`config.mk`:
```
export PLATFORM = sky130hd
export DESIGN_NAME = sevseg_scroll_decoder
export DESIGN_NICKNAME = d
export VERILOG_FILES = /design/src/rtl/sevseg_scroll_decoder.sv
export SDC_FILE = /design/constraint.sdc
export NUM_CORES = 1
export LEC_CHECK = 0
export BUFFER_PORTS_ARGS = -buffer_cell sky130_fd_sc_hd__buf_2
export CORE_ASPECT_RATIO = 1.75
export CORE_MARGIN = 2
export CORE_UTILIZATION = 60
export DETAILED_ROUTE_END_ITERATION = 6
export GPL_ROUTABILITY_DRIVEN = 0
export PLACE_DENSITY = 0.94
export SYNTH_ARGS = -nofsm -noshare
export SYNTH_HDL_FRONTEND = slang
export SYNTH_SLANG_ARGS = --single-unit
```
`constraint.sdc`:
```
create_clock -name clk -period 3.18 [get_ports clk]
set_input_delay 0.159 -clock clk [delete_from_list [all_inputs] [get_ports clk]]
set_output_delay 0.159 -clock clk [all_outputs]
set_load 0.03 [all_outputs]
```
`src/rtl/sevseg_scroll_decoder.sv`:
```
// Receive-side checker for the six-digit "GO BUFFS" scrolling display: decodes glyphs,
// locks onto the scroll phase, flags sequence errors. Optional: SCROLL_STALL_TOLERANT_EN.
module sevseg_scroll_decoder #(
    parameter int LOCK_FRAMES = 2,
    parameter int ERR_CNT_W   = 8
) (
    input  logic                 clk,
    input  logic                 rst,
    input  logic                 seg_valid,
    input  logic [6:0]           hex0,
    input  logic [6:0]           hex1,
    input  logic [6:0]           hex2,
    input  logic [6:0]           hex3,
    input  logic [6:0]           hex4,
    input  logic [6:0]           hex5,
    output logic [23:0]          char_out,
    output logic [3:0]           phase,
    output logic                 locked,
    output logic                 err,
    output logic                 illegal,
    output logic [ERR_CNT_W-1:0] err_cnt
);

    typedef enum logic [1:0] {HUNT, CONFIRM, LOCKED} state_t;

    localparam logic [3:0] LOCK_N = 4'(LOCK_FRAMES);

    state_t     state;
    logic [3:0] cnt;
    logic [6:0] seg   [6];
    logic [3:0] glyph [6];
    logic [23:0] char_next;
    logic       any_bad;
    logic       win_ok;
    logic       hit;
    logic [3:0] hit_phase;
    logic [3:0] next_phase;
    logic       adv;
    logic       rep;

    function automatic logic [3:0] decode(input logic [6:0] s);
        case (s)
            7'b1000010: return 4'd0;
            7'b1000000: return 4'd1;
            7'b1111111: return 4'd2;
            7'b0000011: return 4'd3;
            7'b0010011: return 4'd4;
            7'b0001110: return 4'd5;
            7'b0010010: return 4'd7;
            default:    return 4'hF;
        endcase
    endfunction

    function automatic logic [3:0] msg_glyph(input int unsigned pos);
        case (pos)
            0:       return 4'd0;
            1:       return 4'd1;
            3:       return 4'd3;
            4:       return 4'd4;
            5, 6:    return 4'd5;
            7:       return 4'd7;
            default: return 4'd2;
        endcase
    endfunction

    // Windows are distinct, so at most one phase can set hit.
    always_comb begin
        seg[0] = hex0;
        seg[1] = hex1;
        seg[2] = hex2;
        seg[3] = hex3;
        seg[4] = hex4;
        seg[5] = hex5;
        any_bad   = 1'b0;
        char_next = '0;
        for (int unsigned k = 0; k < 6; k++) begin
            glyph[k] = decode(seg[k]);
            if (glyph[k] == 4'hF) any_bad = 1'b1;
        end
        char_next = {glyph[0], glyph[1], glyph[2], glyph[3], glyph[4], glyph[5]};
        hit       = 1'b0;
        hit_phase = '0;
        win_ok    = 1'b0;
        for (int unsigned p = 0; p < 10; p++) begin
            win_ok = 1'b1;
            for (int unsigned k = 0; k < 6; k++) begin
                if (glyph[k] != msg_glyph((p + k) % 10)) win_ok = 1'b0;
            end
            if (win_ok) begin
                hit       = 1'b1;
                hit_phase = 4'(p);
            end
        end
        next_phase = (phase == 4'd9) ? 4'd0 : phase + 4'd1;
        adv        = hit && (hit_phase == next_phase);
        rep        = hit && (hit_phase == phase);
    end

    always_ff @(posedge clk or posedge rst) begin
        if (rst) begin
            state    <= HUNT;
            cnt      <= '0;
            phase    <= '0;
            locked   <= 1'b0;
            err      <= 1'b0;
            illegal  <= 1'b0;
            err_cnt  <= '0;
            char_out <= '1;
        end else begin
            err <= 1'b0;
            if (seg_valid) begin
                char_out <= char_next;
                illegal  <= any_bad;
                case (state)
                    HUNT: begin
                        if (hit) begin
                            phase <= hit_phase;
                            cnt   <= 4'd1;
                            if (LOCK_N == 4'd1) begin
                                state  <= LOCKED;
                                locked <= 1'b1;
                            end else begin
                                state <= CONFIRM;
                            end
                        end
                    end
                    CONFIRM: begin
                        if (adv) begin
                            phase <= next_phase;
                            cnt   <= cnt + 4'd1;
                            if (cnt + 4'd1 == LOCK_N) begin
                                state  <= LOCKED;
                                locked <= 1'b1;
                            end
`ifdef SCROLL_STALL_TOLERANT_EN
                        end else if (!rep) begin
`else
                        end else begin
`endif
                            state <= HUNT;
                        end
                    end
                    LOCKED: begin
                        if (adv) begin
                            phase <= next_phase;
`ifdef SCROLL_STALL_TOLERANT_EN
                        end else if (!rep) begin
`else
                        end else begin
`endif
                            state  <= HUNT;
                            locked <= 1'b0;
                            err    <= 1'b1;
                            if (err_cnt != '1) err_cnt <= err_cnt + 1'b1;
                        end
                    end
                    default: begin
                        state  <= HUNT;
                        locked <= 1'b0;
                    end
                endcase
            end
        end
    end

endmodule
```
==> metrics.cfg <==
[power]
switching_power_uw = 721
leakage_uw = 0.00203
ir_drop_mv = 0.264
pwr-share-comb = 0.345
clkPwrFrac = 0.299
power_frac_seq = 0.356
p_sw_frac = 0.361
p_int_uw = 1270
powerDensity_mw_per_mm2 = 394

[synth]
synth-compound-area-share = 0.194
synthCells = 486
synthAdderAreaFrac = 0.0220
ys_ff_latch = 45
synthXorXnorAreaFrac = 0.0311
synthArstFlopShare = 1.00
avgSynthCellArea_sq_um = 8.20
synth_edf_count = 0
synth_mux_area_frac = 0.0395
yosysWarnings = 0
ys.flop_type = dfstp_2
netlist_top_cells_area = dfstp_2 16%, dfrtp_1 13%, nand4_1 5.0%
yosysTopAreaCell = dfstp_2
synth_top_family_by_area = simple AND/OR/NAND/NOR gates
synth.distinct_cells = 79
yosysSeqAreaShare = 0.290
syn_nets = 538
syn_area_sq_mm = 0.00399
synth_top_area_frac = 0.158
synthSimpleGateAreaFrac = 0.394

[hold_path]
hold_path_class = in -> async

[place]
place_area_sq_mm = 0.00488
dp_hpwl_um = 10500
dpl.cell_count = 696
numPortBuffers = 83

[floorplan]
io_pins = 84
num_rows = 39
initial_core_util = 0.614
dieHeight_um = 112
die_w_um = 65.6
core_sq_mm = 0.00649
dieArea_sq_mm = 0.00734

[clock_tree]
cts_tree = done
post_cts_buffers = 0
clockBufferDepth = 2
cts_buffers = 5
clock-sinks = 45
insertion_delay_ns = 0.29
clock-root-buffer = clkbuf_16
htree_levels = 2
cts.reportedPaths.clkPinSlew_ns = 0.06

[timing]
hold_viol_final = 0
min_period_ns = 3.12
final_max_slew_viol_count = 0
fin_skew_ns = 0.00688
slew_headroom = 0.260
fin_crit_sh = 0.980
max_freq_ghz = 0.321
worstMarginPinSlew_ns = 1.11
final-setup-viol-count = 0
rsz0062_at_grt = true

[critical_path]
slowest_delay_ns = 0.53
crit_arrival_ns = 3.35
cp-start-kind = input port
critical_path.most_common_cell = or4b_1
crit_type = in -> reg
r2r-start = phase[0]
crit_family = simple AND/OR/NAND/NOR gates
r2r_slack_ns = 0.70
slowest_stage = or4_1
worstPathCellList = buf_2 > or4_1 > or4b_1 > o311ai_1 > o2111ai_1 > o22ai_1 > a211oi_2 > xnor2_4 > nand3_2 > or4b_1 > nand3_1
r2r-end = cnt[3]
crit_buf_inv = 1
ff2ff_path_depth = 9
endpoint_kind = flip-flop
critPathMaxFanout = 9
crit_required_ns = 3.41

[grt]
grt_pass1_wl_um = 23100
antenna_found_initial = 0
grt_pass1_vias = 4793
grt_max_degree = 30
grt_usage = 0.404
overflow = 0

[outcome]
status = finished with violations
violations = DRC

[final_layout]
fillCellCount = 435
area_delta_synth_final_pct = 27.0
multi_input_area_sq_mm = 0.00274
final-seq-area_sq_mm = 0.00116
fin_cells = 704
antennaDiodeCount = 0
final_area_sq_mm = 0.00506
nets = 673
final_layout_size_suffix_gt1_frac = 0.331

[job]
maxCapViolations = 0

[drt]
antenna_left = 0
viasPerCell = 6.94
vias = 4887
finalWirelength_um = 14100
wl_per_cell_um = 20.1
firstDrtPassIters = 7
dr.first_iter.drc_count = 596
drcViolationCount = 4

[cell usage in the layout (no fill, tap or decap), drive strengths merged, types with 7 or more instances in the layout]
master	instances
mux2	9
nand3	30
a31oi	9
nor3b	9
ha	7
or3	7
o21ai	31
xnor2	10
dfrtp	21
dfstp	24
nor2	44
nand4	32
nor3	22
nand2b	8
inv	14
buf	141
a21oi	24
nand2	42
nor4	8
or4	11
[metrics by stage]
step                      setup TNS (ns)  setup WS [ns]  hold WS [ns]  power (uW)   util
final                                  0         0.0621         0.142        2000  0.780
after detailed placement           -1.51         -0.166         0.469        1370  0.751
after floorplan                        0        0.00509         0.334        1140      -
after global placement            -0.102        -0.0318         0.454        1330  0.751
after global routing             -0.0719        -0.0483         0.217        2070  0.780
after CTS                              0          0.120         0.170        1970  0.777
[kinds of logic after synthesis]
group           count (synthesis)
buf+inv                        27
xor+xnor                       12
compound gates                112
mux                            13
fa+ha+maj                       7
flops                          45
simple gates                  270
[power by group through the flow]
stage,clock (uW),sequential (uW),combinational [uW]
after floorplan,0,761,380
after global placement,0,710,621
after detailed placement,0,716,650
after CTS,592,708,666
after global routing,615,719,735
final,596,712,688
[final cells by class]
type	count	area share
Clock buffer	6	0.0254
Clock inverter	2	0.00766
Inverter	14	0.0104
Multi-Input combinational cell	414	0.540
Sequential cell	45	0.228
Tap cell	82	0.0203
Timing Repair Buffer	141	0.168
[synth_stat cells (all sizes together) (5+ instances only)]
| cell | instances |
|---|---|
| a31oi | 9 |
| and3 | 6 |
| and4 | 5 |
| xnor2 | 10 |
| inv | 14 |
| or2 | 6 |
| o21ai | 31 |
| or3 | 7 |
| or3b | 5 |
| mux2 | 9 |
| nand4 | 32 |
| nand2b | 8 |
| nor2b | 5 |
| dfrtp | 21 |
| or4 | 11 |
| nand3 | 30 |
| nor4 | 8 |
| nor3b | 9 |
| clkbuf | 8 |
| nor3 | 22 |
| nor2 | 44 |
| buf | 5 |
| ha | 7 |
| dfstp | 24 |
| a21oi | 24 |
| nand2 | 42 |
[metal layers]
layer  vias up  global-route usage  part of all wire  wire length, um
met2       354               0.692              0.50             7120
met5         -                   0                 0                0
met3       132              0.0788             0.085             1190
li1       2161                   -                 -                -
met4         0               0.269             0.090             1270
met1      2240               0.434              0.32             4530
[state kept, by name, summed over array words and instances (netlist names)]
register	cells
char_out	24
err_cnt	8
state	2
locked	1
phase	4
cnt	4
illegal	1
err	1
[timing repair]
item	in CTS	in global routing
hold buffers	0	0
setup endpoints to repair	0	12
resized for setup	0	5
[worst max path at each step]
| stage | from | to | slack [ns] | cells past startpoint |
|---|---|---|---|---|
| floorplan | hex3[0] | phase[3] | 0.005 | 11 |
| global placement | hex4[5] | cnt[1] | -0.03 | 11 |
| detailed placement | hex2[2] | err_cnt[7] | -0.17 | 12 |
| CTS | hex2[2] | err_cnt[7] | 0.12 | 12 |
| global route | hex3[0] | cnt[1] | -0.05 | 11 |
| finish | hex2[2] | cnt[1] | 0.06 | 11 |
(Power assumes the default switching activity.)
